File: src/rtl/rsc_net_iface.sv
// Resource-side NoC network interface: TX packetiser with full backpressure,
// RX show-ahead FIFO with overflow flag. Optional RSC_NI_ADDR_CHECK_EN drops misrouted packets.
module rsc_net_iface #(
  parameter int X_CORD          = 0,
  parameter int Y_CORD          = 0,
  parameter int PCKT_XADDR_W    = 2,
  parameter int PCKT_YADDR_W    = 2,
  parameter int PCKT_DATA_W     = 8,
  parameter int PCKT_W          = PCKT_XADDR_W + PCKT_YADDR_W + PCKT_DATA_W,
  parameter int RX_FIFO_DEPTH_W = 3,
  parameter int CNT_W           = 16
) (
  input  logic                    clk_i,
  input  logic                    rst_ni,
  input  logic [PCKT_DATA_W-1:0]  tx_data_i,
  input  logic [PCKT_XADDR_W-1:0] tx_xaddr_i,
  input  logic [PCKT_YADDR_W-1:0] tx_yaddr_i,
  input  logic                    tx_valid_i,
  output logic                    tx_ready_o,
  output logic [PCKT_W-1:0]       noc_pckt_o,
  output logic                    noc_wren_o,
  input  logic                    noc_full_i,
  input  logic                    noc_ovrflw_i,
  input  logic [PCKT_W-1:0]       noc_pckt_i,
  input  logic                    noc_wren_i,
  output logic                    noc_full_o,
  output logic                    noc_ovrflw_o,
  output logic [PCKT_DATA_W-1:0]  rx_data_o,
  output logic                    rx_valid_o,
  input  logic                    rx_ready_i,
  output logic                    tx_err_o,
  output logic                    rx_misroute_o,
  output logic [CNT_W-1:0]        tx_pckt_cnt_o,
  output logic [CNT_W-1:0]        rx_pckt_cnt_o
);

  localparam logic [0:0] ST_IDLE = 1'b0;
  localparam logic [0:0] ST_PEND = 1'b1;
  localparam int DEPTH = 2 ** RX_FIFO_DEPTH_W;
  localparam logic [RX_FIFO_DEPTH_W:0] FULL_CNT =
    {1'b1, {RX_FIFO_DEPTH_W{1'b0}}};

  logic [0:0]        state_q;
  logic [PCKT_W-1:0] pckt_q;
  logic              tx_load;
  logic              tx_err_q;
  logic [CNT_W-1:0]  tx_cnt_q;

  always_comb begin
    noc_wren_o = (state_q == ST_PEND) & ~noc_full_i;
    tx_ready_o = (state_q == ST_IDLE) | noc_wren_o;
    tx_load    = tx_valid_i & tx_ready_o;
  end

  assign noc_pckt_o    = pckt_q;
  assign tx_err_o      = tx_err_q;
  assign tx_pckt_cnt_o = tx_cnt_q;

  // A firing write with a new offer reloads in place: no idle bubble.
  always_ff @(posedge clk_i or negedge rst_ni) begin
    if (!rst_ni) begin
      state_q <= ST_IDLE;
      pckt_q  <= '0;
    end else if (tx_load) begin
      state_q <= ST_PEND;
      pckt_q  <= {tx_xaddr_i, tx_yaddr_i, tx_data_i};
    end else if (noc_wren_o) begin
      state_q <= ST_IDLE;
    end
  end

  always_ff @(posedge clk_i or negedge rst_ni) begin
    if (!rst_ni) begin
      tx_err_q <= 1'b0;
      tx_cnt_q <= '0;
    end else begin
      if (noc_ovrflw_i) tx_err_q <= 1'b1;
      if (noc_wren_o)   tx_cnt_q <= tx_cnt_q + 1'b1;
    end
  end

  logic [RX_FIFO_DEPTH_W-1:0] wr_ptr_q;
  logic [RX_FIFO_DEPTH_W-1:0] rd_ptr_q;
  logic [RX_FIFO_DEPTH_W:0]   cnt_q;
  logic [PCKT_DATA_W-1:0]     mem_q [DEPTH];
  logic                       addr_ok;
  logic                       push;
  logic                       pop;
  logic                       ovrflw_q;
  logic [CNT_W-1:0]           rx_cnt_q;

`ifdef RSC_NI_ADDR_CHECK_EN
  logic misroute_q;

  assign addr_ok =
    (noc_pckt_i[PCKT_W-1 -: PCKT_XADDR_W] == PCKT_XADDR_W'(X_CORD)) &&
    (noc_pckt_i[PCKT_W-PCKT_XADDR_W-1 -: PCKT_YADDR_W]
       == PCKT_YADDR_W'(Y_CORD));

  always_ff @(posedge clk_i or negedge rst_ni) begin
    if (!rst_ni)                     misroute_q <= 1'b0;
    else if (noc_wren_i && !addr_ok) misroute_q <= 1'b1;
  end

  assign rx_misroute_o = misroute_q;
`else
  logic unused_addr;

  assign addr_ok       = 1'b1;
  assign unused_addr   = (^noc_pckt_i[PCKT_W-1:PCKT_DATA_W])
                       ^ (X_CORD == Y_CORD);
  assign rx_misroute_o = 1'b0;
`endif

  assign noc_full_o    = (cnt_q == FULL_CNT);
  assign rx_valid_o    = (cnt_q != '0);
  assign push          = noc_wren_i & ~noc_full_o & addr_ok;
  assign pop           = rx_valid_o & rx_ready_i;
  assign rx_data_o     = rx_valid_o ? mem_q[rd_ptr_q] : '0;
  assign noc_ovrflw_o  = ovrflw_q;
  assign rx_pckt_cnt_o = rx_cnt_q;

  always_ff @(posedge clk_i) begin
    if (push) mem_q[wr_ptr_q] <= noc_pckt_i[PCKT_DATA_W-1:0];
  end

  // Full is judged on the current count, so a pop cannot rescue a write.
  always_ff @(posedge clk_i or negedge rst_ni) begin
    if (!rst_ni) begin
      wr_ptr_q <= '0;
      rd_ptr_q <= '0;
      cnt_q    <= '0;
      ovrflw_q <= 1'b0;
      rx_cnt_q <= '0;
    end else begin
      ovrflw_q <= noc_wren_i & noc_full_o;
      if (push) begin
        wr_ptr_q <= wr_ptr_q + 1'b1;
        rx_cnt_q <= rx_cnt_q + 1'b1;
      end
      if (pop) rd_ptr_q <= rd_ptr_q + 1'b1;
      if (push && !pop)      cnt_q <= cnt_q + 1'b1;
      else if (pop && !push) cnt_q <= cnt_q - 1'b1;
    end
  end

endmodule

File: config.mk
export PLATFORM = sky130hd
export DESIGN_NAME = rsc_net_iface
export DESIGN_NICKNAME = d
export VERILOG_FILES = /design/src/rtl/rsc_net_iface.sv
export SDC_FILE = /design/constraint.sdc
export NUM_CORES = 1
export LEC_CHECK = 0
export CORE_MARGIN = 3
export CORE_UTILIZATION = 45
export CTS_CLUSTER_SIZE = 24
export DETAILED_ROUTE_END_ITERATION = 10
export HOLD_SLACK_MARGIN = 0.03
export PLACE_DENSITY = 0.7
export SYNTH_ARGS = -nofsm -noshare
export SYNTH_HDL_FRONTEND = slang
export SYNTH_SLANG_ARGS = --single-unit
File: constraint.sdc
create_clock -name clk_i -period 4.7 [get_ports clk_i]
set_clock_uncertainty 0.1 [all_clocks]
set_input_delay 1.175 -clock clk_i [delete_from_list [all_inputs] [get_ports clk_i]]
set_output_delay 1.175 -clock clk_i [all_outputs]
set_load 0.01 [all_outputs]
### Word-level counts from Yosys, hierarchy flattened

Memory sizes are Yosys's and may differ from the RTL's.
Cells that the tools add are included.

| word-level totals | value |
|---|---|
| flip-flop bits (word level) | 57 |
| bits in writable memories | 64 |
| input port bits | 31 |
| output and inout port bits | 59 |
| word-level logic and storage cells | 40 |
| memories kept | 1 |

Memory list:

| memory | depth | width | rd ports | clocked after memory_dff | write ports | RTL line | RTL |
|---|---|---|---|---|---|---|---|
| mem_q | 8 | 8 | 1 | 0 | 1 | 85 | `logic [PCKT_DATA_W-1:0] mem_q [DEPTH];` |

| operators by class | value |
|---|---|
| add/sub/neg operators | 6 |
| eq/ne operators | 1 |
| mux-type cells | 7 |
| bitwise operators | 9 |
| reduce and logical (&&, ||, !) cells | 7 |

Operators with widths:

| kind | count |
|---|---|
| adder 16 x 1 -> 16 bit (second input constant) | 2 |
| 2-to-1 mux 4 bit | 2 |
| 2-to-1 mux 8 bit | 1 |
| adder 3 x 1 -> 3 bit (second input constant) | 2 |
| bitwise AND 1 bit | 5 |
| adder 4 x 1 -> 4 bit (second input constant) | 1 |
| equality test 4 bit (second input constant) | 1 |
| 2-to-1 mux 1 bit | 4 |
| nonzero test 2 bit | 2 |
| nonzero test 4 bit | 1 |
| subtractor 4 x 1 -> 4 bit (second input constant) | 1 |
| NOT 1 bit | 3 |
| logical AND 1 bit | 2 |
| logical NOT 1 bit | 2 |
| OR 1 bit | 1 |

### Longest topological paths before layout

| depth | value |
|---|---|
| depth in word-level cells | 7 |
| mapped depth | 11 |
| gate-level depth less buffers | 10 |

### Worst setup path after synthesis

OpenSTA, ideal clock, no wires.

| timing path | value |
|---|---|
| kind | input port to flip-flop |
| start point | in noc_wren_i |
| end point | reg cnt_q[3] |
| library setup time | 0.136 ns |
| arrival time | 2.672 ns |
| required time | 4.464 ns |
| path slack | 1.792 ns |
| stages | 9 |
| path buffers | 1 |
| path through | nand2b_1 buf_4 inv_4 ha_1 inv_1 ha_1 a21o_1 a2111oi_0 o31ai_1 |

| between the ends | value |
|---|---|
| cells in the longest elaborated chain, start to end | 4 |
| elaborated cells on any way between the ends | 6 |
| classes of those cells | 1 x mux; 1 x bitwise; 4 x reduce/logical |

RTL lines:

| element | RTL line | RTL |
|---|---|---|
| from (decl) | 25 | `input logic noc_wren_i,` |
| bitwise AND 1 bit * | 117 | `assign push = noc_wren_i & ~noc_full_o & addr_ok;` |
| net push | 87 | `logic push;` |
| logical NOT 1 bit | 143 | `else if (pop && !push) cnt_q <= cnt_q - 1'b1;` |
| logical AND 1 bit | 143 |  |
| nonzero test 2 bit (no line) | -- |  |
| to (signal assigned) | 142 | `if (push && !pop) cnt_q <= cnt_q + 1'b1;` |
| to (signal assigned) | 143 |  |
| to (decl) | 84 | `logic [RX_FIFO_DEPTH_W:0] cnt_q;` |

Mark *: on every way through the listed nets, which the timed path passes. The rest lies on a longest branch.
A chain may end at the register's enable or synchronous reset.

### Worst setup path in the final report

| timing path | value |
|---|---|
| start point | reg rd_ptr_q[0] |
| end point | out rx_data_o[0] |

| between the ends | value |
|---|---|
| cells in the longest elaborated chain, start to end | 2 |

RTL lines:

| element | RTL line | RTL |
|---|---|---|
| from (decl) | 83 | `logic [RX_FIFO_DEPTH_W-1:0] rd_ptr_q;` |
| from (signal assigned) | 141 | `if (pop) rd_ptr_q <= rd_ptr_q + 1'b1;` |
| memory read (8 x 8 bit) | -- |  |
| 2-to-1 mux 8 bit | 119 | `assign rx_data_o = rx_valid_o ? mem_q[rd_ptr_q] : '0;` |
| to (decl) | 28 | `output logic [PCKT_DATA_W-1:0] rx_data_o,` |

Every way passes these cells.

==> results.cfg <==
[layout]
antenna_cells = 0
final_common_cell = clkdlybuf4s50_1
multiInputGateArea_um2 = 1570
final_area_um2 = 6640
fillers = 792
final_cell_mix = 83 x clkdlybuf4s50_1, 64 x edfxtp_1, 57 x dfrtp_1
seqCellArea_um2 = 3350
nNetsFinal = 457
drive_gt1_share_pct = 18.6
syn2layout_area_growth_pct = 33.1

[sta]
finalHoldViolations = 0
tightest_slew_ns = 0.786
fin_tns_setup_ns = 0
maxSlewViolCount = 0
grt_setup_unrepaired = false
fin_crit_sh_pct = 86.6
max_freq_ghz = 0.246
slew_headroom_pct = 47.6
setup_viol = 0
min_period_ns = 4.07

[min_path]
hold_path.class = register to register
min_path_cells = 1

[drt]
via_per_inst = 5.23
drtAntennaViolNets = 0
wirelength_um = 9980
drt_iter0_markers = 135
drtPass1Iterations = 4
vias = 2967
drc = 0
wire_per_inst_um = 17.6

[power_and_ir_drop]
p_leak_nw = 2.53
peakVddDrop_uv = 298
power_density_nw_per_um2 = 596
finalPower_mw = 3.95

[clocking]
post_cts_buffers = 0
cts_resized = 0
path_clk_slew_ns = 0.06
cts_buffer_depth = 2
cts-root-buf = clkbuf_8
numCtsBuffers = 17
cts_tree = done
h-tree-depth = 4
cts_hold_buf = 0
clk_latency_ns = 0.50
clock_sinks = 121

[synth]
seq_area_frac_synth_pct = 67.2
synth_flop_cell = edfxtp_1
synthArstFlopShare_pct = 47.1
synth_seq_cells = 121
syn-num-nets = 353
avgSynthCellArea_um2 = 15.9
ys_types = 41
syn_inst = 314
syn-cell-area_um2 = 4980
synth_edf_count = 64
ys_warn_count = 0

[job]
drv_cap = 0

[floorplanning]
rows = 37
dieArea_um2 = 12400
fp.coreArea_um2 = 10600
start_util_pct = 47.2
die_w_um = 111
num_io_pins = 90
die_h_um = 111

[critical_path]
crit_required_ns = 3.42
start_kind = register
path_class = register to output pin
cp.arrival_ns = 2.79
reg2regPathDepth = 9
crit_fanout = 11
cp-end-kind = output pin

[placed_design]
port_buffers = 84
placed_cell_area_um2 = 6020
dp_hpwl_um = 6550
gp_congestion = 0.750

[global_routing]
first_global_vias = 3174
grt.total_usage_pct = 17.1
grt_remaining_overflow = 0
antenna_found_initial = 0
grt_pass1_wl_um = 16700
grt_max_degree = 33

[status]
status = finished clean
-- critical path, stage by stage (launching register included) --
cell and delay (ns):
dfrtp_1 0.77, buf_4 0.31, mux4_2 0.53, mux2i_1 0.14, nor2_1 0.05, clkdlybuf4s50_1 0.50
-- metal layers --
layer / vias to the layer above / global-route usage [%] / part of all wire (%)
met4: 0 / 5.52 / 0.81
li1: 1375 / - / -
met3: 8 / 5.51 / 6.6
met1: 1494 / 21.9 / 42
met2: 90 / 27.7 / 51
met5: - / 0 / 0
-- final timing paths --
kind	startpoint	endpoint	slack, ns
setup / recovery	rd_ptr_q[0]	rx_data_o[0]	0.63
hold / removal	rx_pckt_cnt_o[15]	rx_pckt_cnt_o[15]	0.39
setup reg to reg	cnt_q[0]	cnt_q[3]	1.39
hold reg to reg	rx_pckt_cnt_o[15]	rx_pckt_cnt_o[15]	0.39
max in group asynchronous	rst_ni	rd_ptr_q[2]	3.10
min in group asynchronous	rst_ni	tx_pckt_cnt_o[0]	0.56
-- state kept, by name (all words and copies together), names as in the netlist --
name           cells
tx_pckt_cnt_o     16
mem_q             64
state_q            1
wr_ptr_q           3
noc_pckt_o        12
rd_ptr_q           3
tx_err_o           1
noc_ovrflw_o       1
cnt_q              4
rx_pckt_cnt_o     16
-- kinds of logic (layout without fill, tap and decap cells) --
| kind of cell | after synthesis | count (layout) | share of synthesized area (%) |
|---|---|---|---|
| adders and majority gates | 8 | 8 | 2.16 |
| muxes | 40 | 40 | 12.4 |
| DFF | 121 | 121 | 67.2 |
| AOI/OAI and AO/OA | 6 | 6 | 0.778 |
| xor gates and xnor gates | 36 | 36 | 6.33 |
| and+or+nand+nor | 88 | 88 | 9.66 |
| other | 1 | 1 | 0.0752 |
| buffers and inverters | 14 | 131 | 1.41 |
-- cell type report --
| cell class | count | area share (%) |
|---|---|---|
| inverters | 4 | 0.264 |
| well taps | 136 | 2.56 |
| multi-input cells | 179 | 23.6 |
| flip-flops and latches | 121 | 50.5 |
| clock inverters | 15 | 3.02 |
| clock buffers | 17 | 6.24 |
| repair buffers | 95 | 13.8 |
-- power breakdown --
group          leakage, nW  internal, mW  switching [mW]
Combinational        0.949         0.624           0.439
Clock                0.291         0.862           0.468
Sequential            1.29          1.32           0.245
Total                 2.53          2.80            1.15
-- synth_stat cells, types with 2 or more instances --
master | number | area (um^2)
and2_1 | 3 | 18.8
and3_1 | 3 | 18.8
buf_1 | 2 | 7.51
buf_2 | 2 | 10.0
buf_4 | 3 | 22.5
clkbuf_1 | 2 | 7.51
dfrtp_1 | 57 | 1430
edfxtp_1 | 64 | 1920
ha_1 | 7 | 87.6
inv_1 | 3 | 11.3
mux2_2 | 15 | 169
mux2i_1 | 9 | 90.1
mux4_2 | 16 | 360
nand2_1 | 24 | 90.1
nand2b_1 | 2 | 12.5
nand3_1 | 9 | 45.0
nand4_1 | 9 | 56.3
nor2_1 | 16 | 60.1
nor3_1 | 9 | 45.0
nor3b_1 | 2 | 15.0
nor4b_1 | 2 | 17.5
o21ai_0 | 2 | 10.0
xnor2_1 | 28 | 245
xor2_1 | 8 | 70.1
-- per-stage QoR --
stage | setup WS (ns) | instances | hold WS [ns] | utilization [%]
floorplan | 1.79 | 314 | 0.408 | -
global placement | 0.924 | 535 | 0.356 | 57.0
detailed placement | 0.905 | 535 | 0.374 | 57.0
CTS | 0.561 | 567 | 0.389 | 62.9
global route | 0.430 | 567 | 0.409 | 62.9
finish | 0.631 | 567 | 0.385 | 62.9
(Power assumes the default switching activity.)
